==> config.mk <==
export PLATFORM = sky130hd
export DESIGN_NAME = speck_key_schedule
export DESIGN_NICKNAME = d
export VERILOG_FILES = /design/src/rtl/speck_pkg.sv /design/src/rtl/speck_round.sv /design/src/rtl/speck_key_schedule.sv
export SDC_FILE = /design/constraint.sdc
export NUM_CORES = 2
export LEC_CHECK = 0
export BUFFER_PORTS_ARGS = -buffer_cell sky130_fd_sc_hd__buf_2
export CAP_MARGIN = 20
export CORE_AREA = 2 2 385 387
export DETAILED_ROUTE_END_ITERATION = 10
export DIE_AREA = 0 0 387 389
export SYNTH_ARGS = -nofsm -noshare
export SYNTH_HDL_FRONTEND = slang
export SYNTH_SLANG_ARGS = --single-unit
==> constraint.sdc <==
create_clock -name clk -period 39.9 [get_ports clk]
set_input_delay 3.99 -clock clk [delete_from_list [all_inputs] [get_ports clk]]
set_output_delay 3.99 -clock clk [all_outputs]
set_load 0.01 [all_outputs]
==> src/rtl/speck_pkg.sv <==
// Shared Speck constants, FSM state type and word-width-generic rotate helpers.
// The rotate helpers work on up to 64-bit words; callers truncate the result to their own width.
package speck_pkg;

  localparam int SPECK_W      = 32;
  localparam int SPECK_ROUNDS = 27;
  localparam int SPECK_ALPHA  = 8;
  localparam int SPECK_BETA   = 3;

  typedef enum logic {
    IDLE = 1'b0,
    RUN  = 1'b1
  } state_e;

  function automatic logic [63:0] ror(input logic [63:0] x, input int unsigned n,
                                      input int unsigned w);
    logic [63:0] mask;
    logic [63:0] xm;
    mask = (w >= 64) ? '1 : ((64'd1 << w) - 64'd1);
    xm   = x & mask;
    return ((xm >> n) | (xm << (w - n))) & mask;
  endfunction

  function automatic logic [63:0] rol(input logic [63:0] x, input int unsigned n,
                                      input int unsigned w);
    logic [63:0] mask;
    logic [63:0] xm;
    mask = (w >= 64) ? '1 : ((64'd1 << w) - 64'd1);
    xm   = x & mask;
    return ((xm << n) | (xm >> (w - n))) & mask;
  endfunction

endpackage

==> src/rtl/speck_round.sv <==
// Combinational Speck round: x' = (ROR(x,ALPHA)+y) ^ key, y' = ROL(y,BETA) ^ x'.
// Shared by the key schedule (x=l[0], y=k, key=i) and the cipher datapath.
module speck_round
  import speck_pkg::*;
#(
  parameter int W     = SPECK_W,
  parameter int ALPHA = SPECK_ALPHA,
  parameter int BETA  = SPECK_BETA
) (
  input  logic [W-1:0] x_i,
  input  logic [W-1:0] y_i,
  input  logic [W-1:0] key_i,
  output logic [W-1:0] x_o,
  output logic [W-1:0] y_o
);

  logic [W-1:0] x_ror;
  logic [W-1:0] y_rol;

  assign x_ror = W'(ror(64'(x_i), ALPHA, W));
  assign y_rol = W'(rol(64'(y_i), BETA, W));
  assign x_o   = (x_ror + y_i) ^ key_i;
  assign y_o   = y_rol ^ x_o;

endmodule

==> src/rtl/speck_key_schedule.sv <==
// Iterative Speck key expansion: one round key per clock, done pulses ROUNDS-1 cycles after start.
// start is ignored while busy; define SPECK_KS_ROUND_IDX_EN to expose the last-written key index.
module speck_key_schedule
  import speck_pkg::*;
#(
  parameter int W      = SPECK_W,
  parameter int ROUNDS = SPECK_ROUNDS,
  parameter int ALPHA  = SPECK_ALPHA,
  parameter int BETA   = SPECK_BETA
) (
  input  logic                  clk,
  input  logic                  rst,
  input  logic                  start,
  input  logic [W-1:0]          K0,
  input  logic [W-1:0]          K1,
  input  logic [W-1:0]          K2,
  input  logic [W-1:0]          K3,
  output logic [W*ROUNDS-1:0]   rk_flat,
  output logic                  busy,
  output logic                  done
`ifdef SPECK_KS_ROUND_IDX_EN
  ,
  output logic [$clog2(ROUNDS)-1:0] round_idx
`endif
);

  localparam int CW = $clog2(ROUNDS);

  state_e                state_q;
  logic [W-1:0]          k_q;
  logic [2:0][W-1:0]     l_q;
  logic [CW-1:0]         i_q;
  logic [W*ROUNDS-1:0]   rk_q;
  logic                  busy_q;
  logic                  done_q;

  logic [CW-1:0]         wr_idx_d;
  logic [W-1:0]          rc_d;
  logic [W-1:0]          l_new_d;
  logic [W-1:0]          k_next_d;

  assign wr_idx_d = i_q + 1'b1;
  assign rc_d     = {{(W-CW){1'b0}}, i_q};

  speck_round #(
    .W    (W),
    .ALPHA(ALPHA),
    .BETA (BETA)
  ) u_round (
    .x_i  (l_q[0]),
    .y_i  (k_q),
    .key_i(rc_d),
    .x_o  (l_new_d),
    .y_o  (k_next_d)
  );

  always_ff @(posedge clk or posedge rst) begin
    if (rst) begin
      state_q <= IDLE;
      k_q     <= '0;
      l_q     <= '0;
      i_q     <= '0;
      rk_q    <= '0;
      busy_q  <= 1'b0;
      done_q  <= 1'b0;
    end else begin
      done_q <= 1'b0;
      case (state_q)
        IDLE: begin
          if (start) begin
            k_q          <= K0;
            l_q          <= {K3, K2, K1};
            rk_q[0 +: W] <= K0;
            i_q          <= '0;
            busy_q       <= 1'b1;
            state_q      <= RUN;
          end
        end
        RUN: begin
          rk_q[wr_idx_d*W +: W] <= k_next_d;
          k_q                   <= k_next_d;
          // l-queue: oldest word leaves at l[0], fresh l_new enters at l[2]
          l_q                   <= {l_new_d, l_q[2], l_q[1]};
          i_q                   <= wr_idx_d;
          if (i_q == CW'(ROUNDS - 2)) begin
            busy_q  <= 1'b0;
            done_q  <= 1'b1;
            state_q <= IDLE;
          end
        end
        default: state_q <= IDLE;
      endcase
    end
  end

`ifdef SPECK_KS_ROUND_IDX_EN
  logic [CW-1:0] idx_q;

  always_ff @(posedge clk or posedge rst) begin
    if (rst) begin
      idx_q <= '0;
    end else if (state_q == IDLE && start) begin
      idx_q <= '0;
    end else if (state_q == RUN) begin
      idx_q <= wr_idx_d;
    end
  end

  assign round_idx = idx_q;
`endif

  assign rk_flat = rk_q;
  assign busy    = busy_q;
  assign done    = done_q;

endmodule

==> results.yml <==
synth:
  synthCells: 3955
  synth_most_common_cell: "nand2_1"
  async_flop_share_pct: 100
  ys_ff_latch: 1000
  yosysWarnings: 0
  synth_flop_cell: "dfrtp_1"
  synth-edff-count: 0
  synth_area_per_cell_sq_um: 10.2
  synthesis.nets: 4124
  synth.distinct_cells: 69
  synth_top_area_cell: "dfrtp_1"
  synth_commonest_cells: "nand2_1 (1045), dfrtp_1 (1000), o21ai_0 (791)"
  yosysSeqAreaShare_pct: 62.0
  synth_top_area_share_pct: 62.0
  synthTopCellsByArea: "dfrtp_1 (62%), o21ai_0 (9.8%), nand2_1 (9.7%)"
  synth_area_sq_um: 40400
route:
  drt_wl_total_mm: 186
  dr.pass1.iters: 6
  wire_per_inst_microns: 27.0
  drcViolationCount: 0
  route.vias.total: 35000
  viasPerCell: 5.06
  ant_nets: 0
  drtIter0Drc: 3152
timing:
  final-setup-viol-count: 0
  max_freq_mhz: 123
  period_needed_ns: 8.13
  worstMarginPinSlew_ns: 1.15
  hold_viol: 0
  fin_setup_tns_ns: 0
  fin_crit_sh_pct: 20.4
  slew_violations: 0
  rsz0062_at_grt: "no"
  slew_headroom_pct: 23.0
  final.setup_skew_ns: 0.0720
critical_path:
  reg2reg_depth: 13
  crit_fanout: 157
  start_kind: "input pin"
  critPathArrivalTime_ns: 8.85
  critical_path_required_ns: 40.62
  cp-end-kind: "async pin"
  critical_path_class: "input pin to async pin"
job:
  maxCapViolations: 0
cts:
  cts-root-buf: "clkbuf_16"
  cts_sinks: 1000
  cts_setup_buffers: 0
  ctsResizeCount: 0
  htree_levels: 3
  cts_tree: "built"
  clk_latency_ns: 0.77
  clockBufferDepth: 3
  clkSlewWorstSetupHoldPaths_ns: 0.06
  numCtsBuffers: 107
  hold_buffers: 0
place:
  portBuffers: 996
  routabilityCongestion: 0.907
  hpwl_mm: 134
grt:
  use_met2_pct: 39.4
  grt_pass1_wl_mm: 258
  met3_usage_pct: 5.57
  use_met1_pct: 29.7
  grt_pass1_vias: 33400
  grt_usage_pct: 24.0
  grt-busiest-layer: "met2"
  grt_overflow: 0
  antenna_found_initial: 24
  grt_max_degree: 158
finish:
  drive_above_1_share_pct: 27.4
  synthToLayoutAreaGrowth_pct: 28.0
  final_net_count: 5033
min_path:
  hold_class: "flop to flop"
  hold-path-cell-count: 2
floorplan:
  design.portCount: 997
  core_area_sq_um: 147000
  start_util_pct: 27.5
  die_y_microns: 389
  rows: 141
  dieWidth_microns: 387
  die_area_sq_um: 151000
run_status:
  status: "finished clean"
[logic make-up (layout without fill, tap and decap cells)]
group,Yosys count,after routing,synth area share (%)
flip-flops,1000,1000,62.0
buffers and inverters,311,1312,2.99
adder cells (fa/ha/maj),38,38,1.20
other,0,16,0
XOR/XNOR,90,90,2.19
multiplexers,108,108,2.68
AND/OR/NAND/NOR,1246,1246,12.4
AO/OA/AOI/OAI,1162,1162,16.5
[layer usage]
| metal | share of wire, % | wire [microns] |
|---|---|---|
| met2 | 48 | 89000 |
| met1 | 40 | 73800 |
| met3 | 7.7 | 14400 |
| met4 | 4.9 | 9090 |
| met5 | 0.020 | 38 |
[placed cells by master (no fill, tap or decap), types with 31 or more instances in the layout]
cell	Yosys	routed
nand2_1	1045	1039
o31ai_1	146	146
nand3_1	40	31
clkbuf_16	0	107
nor2_1	60	57
mux2i_1	106	106
o21ai_0	791	791
xor2_1	40	31
buf_2	17	995
buf_4	1	91
ha_1	37	37
a21oi_1	62	62
dfrtp_1	1000	999
[path summary, 6_finish.rpt]
check                                    start                        to  slack (ns)
max                                        rst       l_q[50]$_DFFE_PP0P_       31.77
min                        l_q[95]$_DFFE_PP0P_       l_q[63]$_DFFE_PP0P_        0.46
max in group clk                         start        i_q[2]$_DFFE_PP0P_       33.89
max reg2reg                 i_q[0]$_DFFE_PP0P_  rk_flat[205]$_DFFE_PP0P_       34.73
min in group asynchronous                  rst  rk_flat[643]$_DFFE_PP0P_        3.33
min reg2reg                l_q[95]$_DFFE_PP0P_       l_q[63]$_DFFE_PP0P_        0.46
[worst max-delay path, stage by stage]
cell and delay [ns]:
buf_2 0.13, inv_8 0.49, buf_12 0.67, buf_4 0.73, buf_4 0.79, buf_4 0.77
buf_4 0.83
[layout make-up]
type | instances | area (sq um)
inverter | 14 | 60.1
sequential | 1000 | 25000
fill | 14900 | 94900
clock buffer | 161 | 3120
antenna | 16 | 40.0
multi-input combinational | 2644 | 14500
tap | 1930 | 2410
timing repair buffer | 1097 | 5890
clock inverter | 40 | 619
[stage by stage]
stage | area (sq um) | hold slack [ns] | std cells | setup WS, ns | util, %
after floorplan | 40400 | 0.442 | 3955 | 7.77 | -
after global placement | 47700 | 0.455 | 6676 | 30.86 | 32.5
after detailed placement | 47800 | 0.460 | 6679 | 30.80 | 32.6
after CTS | 51500 | 0.473 | 6880 | 31.61 | 35.2
after global routing | 51700 | 0.486 | 6889 | 31.03 | 35.2
final | 51700 | 0.464 | 6902 | 31.77 | 35.3
[registers in the layout, summed over array words and instances (netlist names)]
signal and flops:
busy 1, done 1, i_q 5, k_q 32
l_q 96, rk_flat 864, state_q 1
Power is not shown: default switching activity piles up to over one toggle a cycle in this logic, so the estimate is an artifact.
